[src/rtl/hft_pkg.sv]
// Shared types for the HFT transmit path: record layout,
// default widths and the transmit arbiter states.
package hft_pkg;

    localparam int ADDR_W_DEF = 8;
    localparam int TS_W_DEF   = 32;

    typedef struct packed {
        logic [ADDR_W_DEF-1:0] buysell;
        logic [TS_W_DEF-1:0]   timestamp;
    } tx_record_t;

    typedef enum logic [1:0] {
        IDLE,
        WAIT_RISE,
        WAIT_FALL
    } arb_state_t;

endpackage

[src/rtl/tx_ch_fifo.sv]
// Per-channel record FIFO: DEPTH entries, registered full flag,
// one-cycle drop pulse when a write hits a full FIFO that is not popped.
module tx_ch_fifo #(
    parameter int W     = 40,
    parameter int DEPTH = 2
) (
    input  logic         clk,
    input  logic         reset_n,
    input  logic         push,
    input  logic         pop,
    input  logic [W-1:0] din,
    output logic [W-1:0] dout,
    output logic         full,
    output logic         empty,
    output logic         drop
);

    localparam int AW = $clog2(DEPTH);
    localparam logic [AW:0] FULL_CNT = (AW+1)'(DEPTH);

    logic [AW-1:0] wr_ptr_q, wr_ptr_d;
    logic [AW-1:0] rd_ptr_q, rd_ptr_d;
    logic [AW:0]   count_q, count_d;
    logic          full_q, full_d;
    logic          drop_q, drop_d;
    logic          wr_en, rd_en;
    logic [W-1:0]  mem_q [DEPTH];

    // A pop in the same cycle frees the slot the push lands in
    always_comb begin
        rd_en    = pop && (count_q != '0);
        wr_en    = push && (!full_q || rd_en);
        wr_ptr_d = wr_ptr_q + AW'(wr_en);
        rd_ptr_d = rd_ptr_q + AW'(rd_en);
        count_d  = count_q + (AW+1)'(wr_en) - (AW+1)'(rd_en);
        full_d   = (count_d == FULL_CNT);
        drop_d   = push && !wr_en;
    end

    always_ff @(posedge clk or negedge reset_n) begin
        if (!reset_n) begin
            wr_ptr_q <= '0;
            rd_ptr_q <= '0;
            count_q  <= '0;
            full_q   <= 1'b0;
            drop_q   <= 1'b0;
        end else begin
            wr_ptr_q <= wr_ptr_d;
            rd_ptr_q <= rd_ptr_d;
            count_q  <= count_d;
            full_q   <= full_d;
            drop_q   <= drop_d;
        end
    end

    always_ff @(posedge clk) begin
        if (wr_en) mem_q[wr_ptr_q] <= din;
    end

    assign dout  = mem_q[rd_ptr_q];
    assign full  = full_q;
    assign empty = (count_q == '0);
    assign drop  = drop_q;

endmodule

[src/rtl/tx_arb_mux_n.sv]
// N-channel transmit mux: per-channel FIFOs, round-robin grant,
// one UART launch per frame with the address derived from the channel.
module tx_arb_mux_n
    import hft_pkg::*;
#(
    parameter int NUM_CH    = 4,
    parameter int DEPTH     = 2,
    parameter int ADDR_W    = ADDR_W_DEF,
    parameter int TS_W      = TS_W_DEF,
    parameter int BASE_ADDR = 0
) (
    input  logic                     clk,
    input  logic                     reset_n,
    input  logic [NUM_CH*ADDR_W-1:0] tx_buysell_in,
    input  logic [NUM_CH*TS_W-1:0]   tx_timestamp_in,
    input  logic [NUM_CH-1:0]        tx_dv_in,
    output logic [NUM_CH-1:0]        ch_full,
    output logic [NUM_CH-1:0]        ch_drop,
    output logic [ADDR_W-1:0]        tx_addr,
    output logic [ADDR_W-1:0]        tx_buysell,
    output logic [TS_W-1:0]          tx_timestamp,
    output logic                     tx_dv,
    input  logic                     tx_busy
);

    localparam int CW = (NUM_CH > 1) ? $clog2(NUM_CH) : 1;
    localparam int RW = ADDR_W + TS_W;

    logic [RW-1:0]     head [NUM_CH];
    logic [NUM_CH-1:0] empty;
    logic [NUM_CH-1:0] pop_vec;

    for (genvar i = 0; i < NUM_CH; i++) begin : g_ch
        tx_ch_fifo #(
            .W     (RW),
            .DEPTH (DEPTH)
        ) u_fifo (
            .clk     (clk),
            .reset_n (reset_n),
            .push    (tx_dv_in[i]),
            .pop     (pop_vec[i]),
            .din     ({tx_buysell_in[i*ADDR_W +: ADDR_W],
                       tx_timestamp_in[i*TS_W +: TS_W]}),
            .dout    (head[i]),
            .full    (ch_full[i]),
            .empty   (empty[i]),
            .drop    (ch_drop[i])
        );
    end

    arb_state_t        state_q, state_d;
    logic [CW-1:0]     last_q, last_d;
    logic              dv_q, dv_d;
    logic [ADDR_W-1:0] addr_q, addr_d;
    logic [ADDR_W-1:0] bs_q, bs_d;
    logic [TS_W-1:0]   ts_q, ts_d;
    logic [CW-1:0]     grant, idx;
    logic              found;

    // First non-empty channel after the last grant, wrapping
    always_comb begin
        found = 1'b0;
        grant = last_q;
        idx   = '0;
        for (int k = 1; k <= NUM_CH; k++) begin
            idx = CW'((int'(last_q) + k) % NUM_CH);
            if (!found && !empty[idx]) begin
                found = 1'b1;
                grant = idx;
            end
        end
    end

    always_comb begin
        state_d = state_q;
        last_d  = last_q;
        dv_d    = 1'b0;
        addr_d  = addr_q;
        bs_d    = bs_q;
        ts_d    = ts_q;
        pop_vec = '0;
        unique case (state_q)
            IDLE: begin
                if (!tx_busy && found) begin
                    dv_d           = 1'b1;
                    pop_vec[grant] = 1'b1;
                    addr_d         = ADDR_W'(BASE_ADDR) + ADDR_W'(grant);
                    {bs_d, ts_d}   = head[grant];
                    last_d         = grant;
                    state_d        = WAIT_RISE;
                end
            end
            WAIT_RISE: state_d = WAIT_FALL;
            WAIT_FALL: if (!tx_busy) state_d = IDLE;
            default:   state_d = IDLE;
        endcase
    end

    always_ff @(posedge clk or negedge reset_n) begin
        if (!reset_n) begin
            state_q <= IDLE;
            last_q  <= CW'(NUM_CH - 1);
            dv_q    <= 1'b0;
            addr_q  <= '0;
            bs_q    <= '0;
            ts_q    <= '0;
        end else begin
            state_q <= state_d;
            last_q  <= last_d;
            dv_q    <= dv_d;
            addr_q  <= addr_d;
            bs_q    <= bs_d;
            ts_q    <= ts_d;
        end
    end

    assign tx_dv        = dv_q;
    assign tx_addr      = addr_q;
    assign tx_buysell   = bs_q;
    assign tx_timestamp = ts_q;

endmodule

[config.mk]
export PLATFORM = sky130hd
export DESIGN_NAME = tx_arb_mux_n
export DESIGN_NICKNAME = d
export VERILOG_FILES = /design/src/rtl/hft_pkg.sv /design/src/rtl/tx_ch_fifo.sv /design/src/rtl/tx_arb_mux_n.sv
export SDC_FILE = /design/constraint.sdc
export NUM_CORES = 1
export LEC_CHECK = 0
export CAP_MARGIN = 20
export CORE_MARGIN = 2
export CORE_UTILIZATION = 54
export DETAILED_ROUTE_END_ITERATION = 8
export GPL_TIMING_DRIVEN = 1
export PLACE_DENSITY = 0.82
export SYNTH_ARGS = -nofsm -noshare
export SYNTH_HDL_FRONTEND = slang
export SYNTH_SLANG_ARGS = --single-unit
[constraint.sdc]
create_clock -name clk -period 5.1 [get_ports clk]
set_clock_uncertainty 0.1 [all_clocks]
set_input_delay 1.02 -clock clk [delete_from_list [all_inputs] [get_ports clk]]
set_output_delay 1.02 -clock clk [all_outputs]
set_load 0.005 [all_outputs]
==> results.sh <==
export IMPL_status="complete, no violations"
export IMPL_routed_wl_um=34600
export IMPL_place_gp_congestion=0.966
export IMPL_fin_nets=1317
export IMPL_ctsResizeCount=0
export IMPL_antenna_found_initial=0
export IMPL_clk_pin_slew_worst_paths_ns=0.06
export IMPL_area_delta_synth_final_pct=24.2
export IMPL_cts_tree="yes"
export IMPL_die_area_um2=30100
export IMPL_synth_cell_types=46
export IMPL_synth_compound_area_frac=0.120
export IMPL_grt_first_pass_wirelength_um=51900
export IMPL_critPathMaxFanout=67
export IMPL_cp_required_ns=5.21
export IMPL_fp_dieH_um=174
export IMPL_cts_root_buf="clkbuf_16"
export IMPL_drtIter0Drc=906
export IMPL_track_usage=0.228
export IMPL_dr_pass1_iters=5
export IMPL_final_cell_area_um2=19300
export IMPL_synth_fa_ha_area_frac=0.00806
export IMPL_synth_top_family_by_area="compound AO/OA/AOI/OAI gates"
export IMPL_layout_drive_gt1_share=0.115
export IMPL_p_per_area_nw_per_um2=620
export IMPL_maxCapViolCount=0
export IMPL_period_needed_ns=4.01
export IMPL_overflow=0
export IMPL_avgSynthCellArea_um2=16.7
export IMPL_slew_viol_final=0
export IMPL_p_leak_nw=6.79
export IMPL_post_cts_repair_setup_buffers=0
export IMPL_synthXorXnorAreaFrac=0.00847
export IMPL_grt_max_degree=72
export IMPL_tns_ns=0
export IMPL_ys_ff_latch=391
export IMPL_cts_buffers=39
export IMPL_finalSetupViolCount=0
export IMPL_rsz0062_at_grt="no"
export IMPL_coreArea_um2=28500
export IMPL_initial_utilization=0.545
export IMPL_die_w_um=174
export IMPL_post_route_util=0.677
export IMPL_yosysWarnings=0
export IMPL_vdd_ir_drop_max_mv=0.448
export IMPL_async_flop_share=0.182
export IMPL_post_drt_wl_per_cell_um=22.3
export IMPL_netlist_area_um2=15500
export IMPL_io_buffers=217
export IMPL_ys_flop_type="edfxtp_1"
export IMPL_synth_edf_count=320
export IMPL_cts_max_level=2
export IMPL_worstPathArrival_ns=4.13
export IMPL_synth_simple_area_share=0.0479
export IMPL_reg2reg_slack_ns=1.09
export IMPL_cts_hold_buf=0
export IMPL_syn_inst=931
export IMPL_cp_end_kind="flip-flop"
export IMPL_diodes=0
export IMPL_post_route_drc_count=0
export IMPL_synth_mux_area_frac=0.0529
export IMPL_num_rows=62
export IMPL_path_class="flip-flop to flip-flop"
export IMPL_ioPinCount=224
export IMPL_ant_nets=0
export IMPL_worst_slew_pin_slew_ns=1.02
export IMPL_cts_sinks=391
export IMPL_via_count=8961
export IMPL_grt_pass1_vias=9084
export IMPL_place_area_um2=18000
export IMPL_hold_viol=0
export IMPL_clock_latency_ns=0.51
export IMPL_post_route_period_util=0.786
export IMPL_hp_class="flip-flop to flip-flop"
export IMPL_dpl_hpwl_um=23400
export IMPL_critPathLaunchType="flip-flop"
export IMPL_clk_path_buf_depth=3
export IMPL_synth_seq_area_share=0.734
export IMPL_max_slew_margin=0.321
export IMPL_fmax_ghz=0.249
export IMPL_vias_per_cell=5.77
## worst paths after layout
check | from | cells after the start | to
max | last_q[0]$_DFFE_PN1P_ | 7 | g_ch[3].u_fifo.mem_q[1][38]$_DFFE_PP_
max reg2reg | last_q[0]$_DFFE_PN1P_ | 7 | g_ch[3].u_fifo.mem_q[1][38]$_DFFE_PP_
min | g_ch[3].u_fifo.rd_ptr_q$_DFF_PN0_ | 1 | g_ch[3].u_fifo.rd_ptr_q$_DFF_PN0_
min reg2reg | g_ch[3].u_fifo.rd_ptr_q$_DFF_PN0_ | 1 | g_ch[3].u_fifo.rd_ptr_q$_DFF_PN0_
max in group asynchronous | reset_n | 1 | g_ch[1].u_fifo.rd_ptr_q$_DFF_PN0_
min in group asynchronous | reset_n | 1 | g_ch[3].u_fifo.rd_ptr_q$_DFF_PN0_
## flip-flops by register name, summed over array words and instances (netlist names), 4 cells and up
register,flops
g_ch.u_fifo.wr_ptr_q,4
g_ch.u_fifo.mem_q,320
tx_timestamp,32
g_ch.u_fifo.count_q,8
tx_buysell,8
g_ch.u_fifo.drop,4
g_ch.u_fifo.full,4
g_ch.u_fifo.rd_ptr_q,4
## cell usage in the layout (no fill, tap or decap), types with 5 or more instances in the layout
cell type	count
edfxtp_1	320
clkdlybuf4s50_1	216
a211oi_1	87
nor2b_1	83
mux2i_1	82
dfrtp_1	65
clkbuf_16	42
a21oi_1	40
a221o_1	40
a211oi_2	34
inv_1	18
buf_4	16
clkbuf_1	14
xnor2_1	10
nor2_1	9
nand2_1	8
conb_1	6
xor2_1	5
ha_1	5
ha_2	5
clkinv_2	5
## stage by stage
step / hold WS [ns] / std cells / setup slack, ns / power [W]
5_1_grt: 0.411 / 1554 / 0.786 / 0.0125
3_5_place_dp: 0.376 / 1483 / 1.06 / 0.00915
2_1_floorplan: 0.350 / 936 / 1.29 / 0.00766
4_1_cts: 0.385 / 1554 / 1.05 / 0.0120
6_report: 0.379 / 1554 / 1.09 / 0.0119
3_3_place_gp: 0.353 / 1483 / 1.20 / 0.00897
## worst max-delay path, cell delays in order (launching register included)
cell and delay (ns):
dfstp_2 0.56, or3b_1 0.39, a211oi_2 0.35, or3_4 0.70, nand3_1 0.27, a21boi_0 0.47, ha_2 0.59, buf_12 0.25
## routing by layer
metal	global-route usage	routed length, µm
met2	0.356	16000
met4	0.0999	1530
met5	0	0
met3	0.0417	2550
met1	0.318	14600
## report_power, final
part | internal (W) | switching [W]
Clock | 0.00167 | 0.00113
Combinational | 0.00171 | 0.00253
Sequential | 0.00444 | 0.000473
Total | 0.00781 | 0.00413
## final cells by class
cell class | count | area, µm²
fillers | 1855 | 9210
multi-input cells | 455 | 3730
flip-flops and latches | 391 | 11400
repair buffers | 234 | 2320
clock buffers | 60 | 1160
clock inverters | 11 | 104
well taps | 384 | 480
inverters | 19 | 71.3
## cells in the mapped netlist (14+ instances only)
cell	n	area [µm²]
a211oi_1	87	653
a211oi_2	34	425
a21oi_1	40	200
a221o_1	40	400
buf_2	16	80.1
buf_4	14	105
clkbuf_1	35	131
dfrtp_1	69	1730
edfxtp_1	320	9610
inv_1	18	67.6
mux2i_1	82	821
nor2b_1	83	519
## cell families (layout without fill, tap and decap cells)
family                     after synthesis  after routing
DFF                                    391            391
AOI/OAI and AO/OA                      219            219
and+or+nand+nor                        123            123
buffers and inverters                   90            324
muxes                                   82             82
xor gates and xnor gates                15             15
adders and majority gates               10             10
other                                    1              6
No activity file was read; power rests on OpenSTA's default activity.
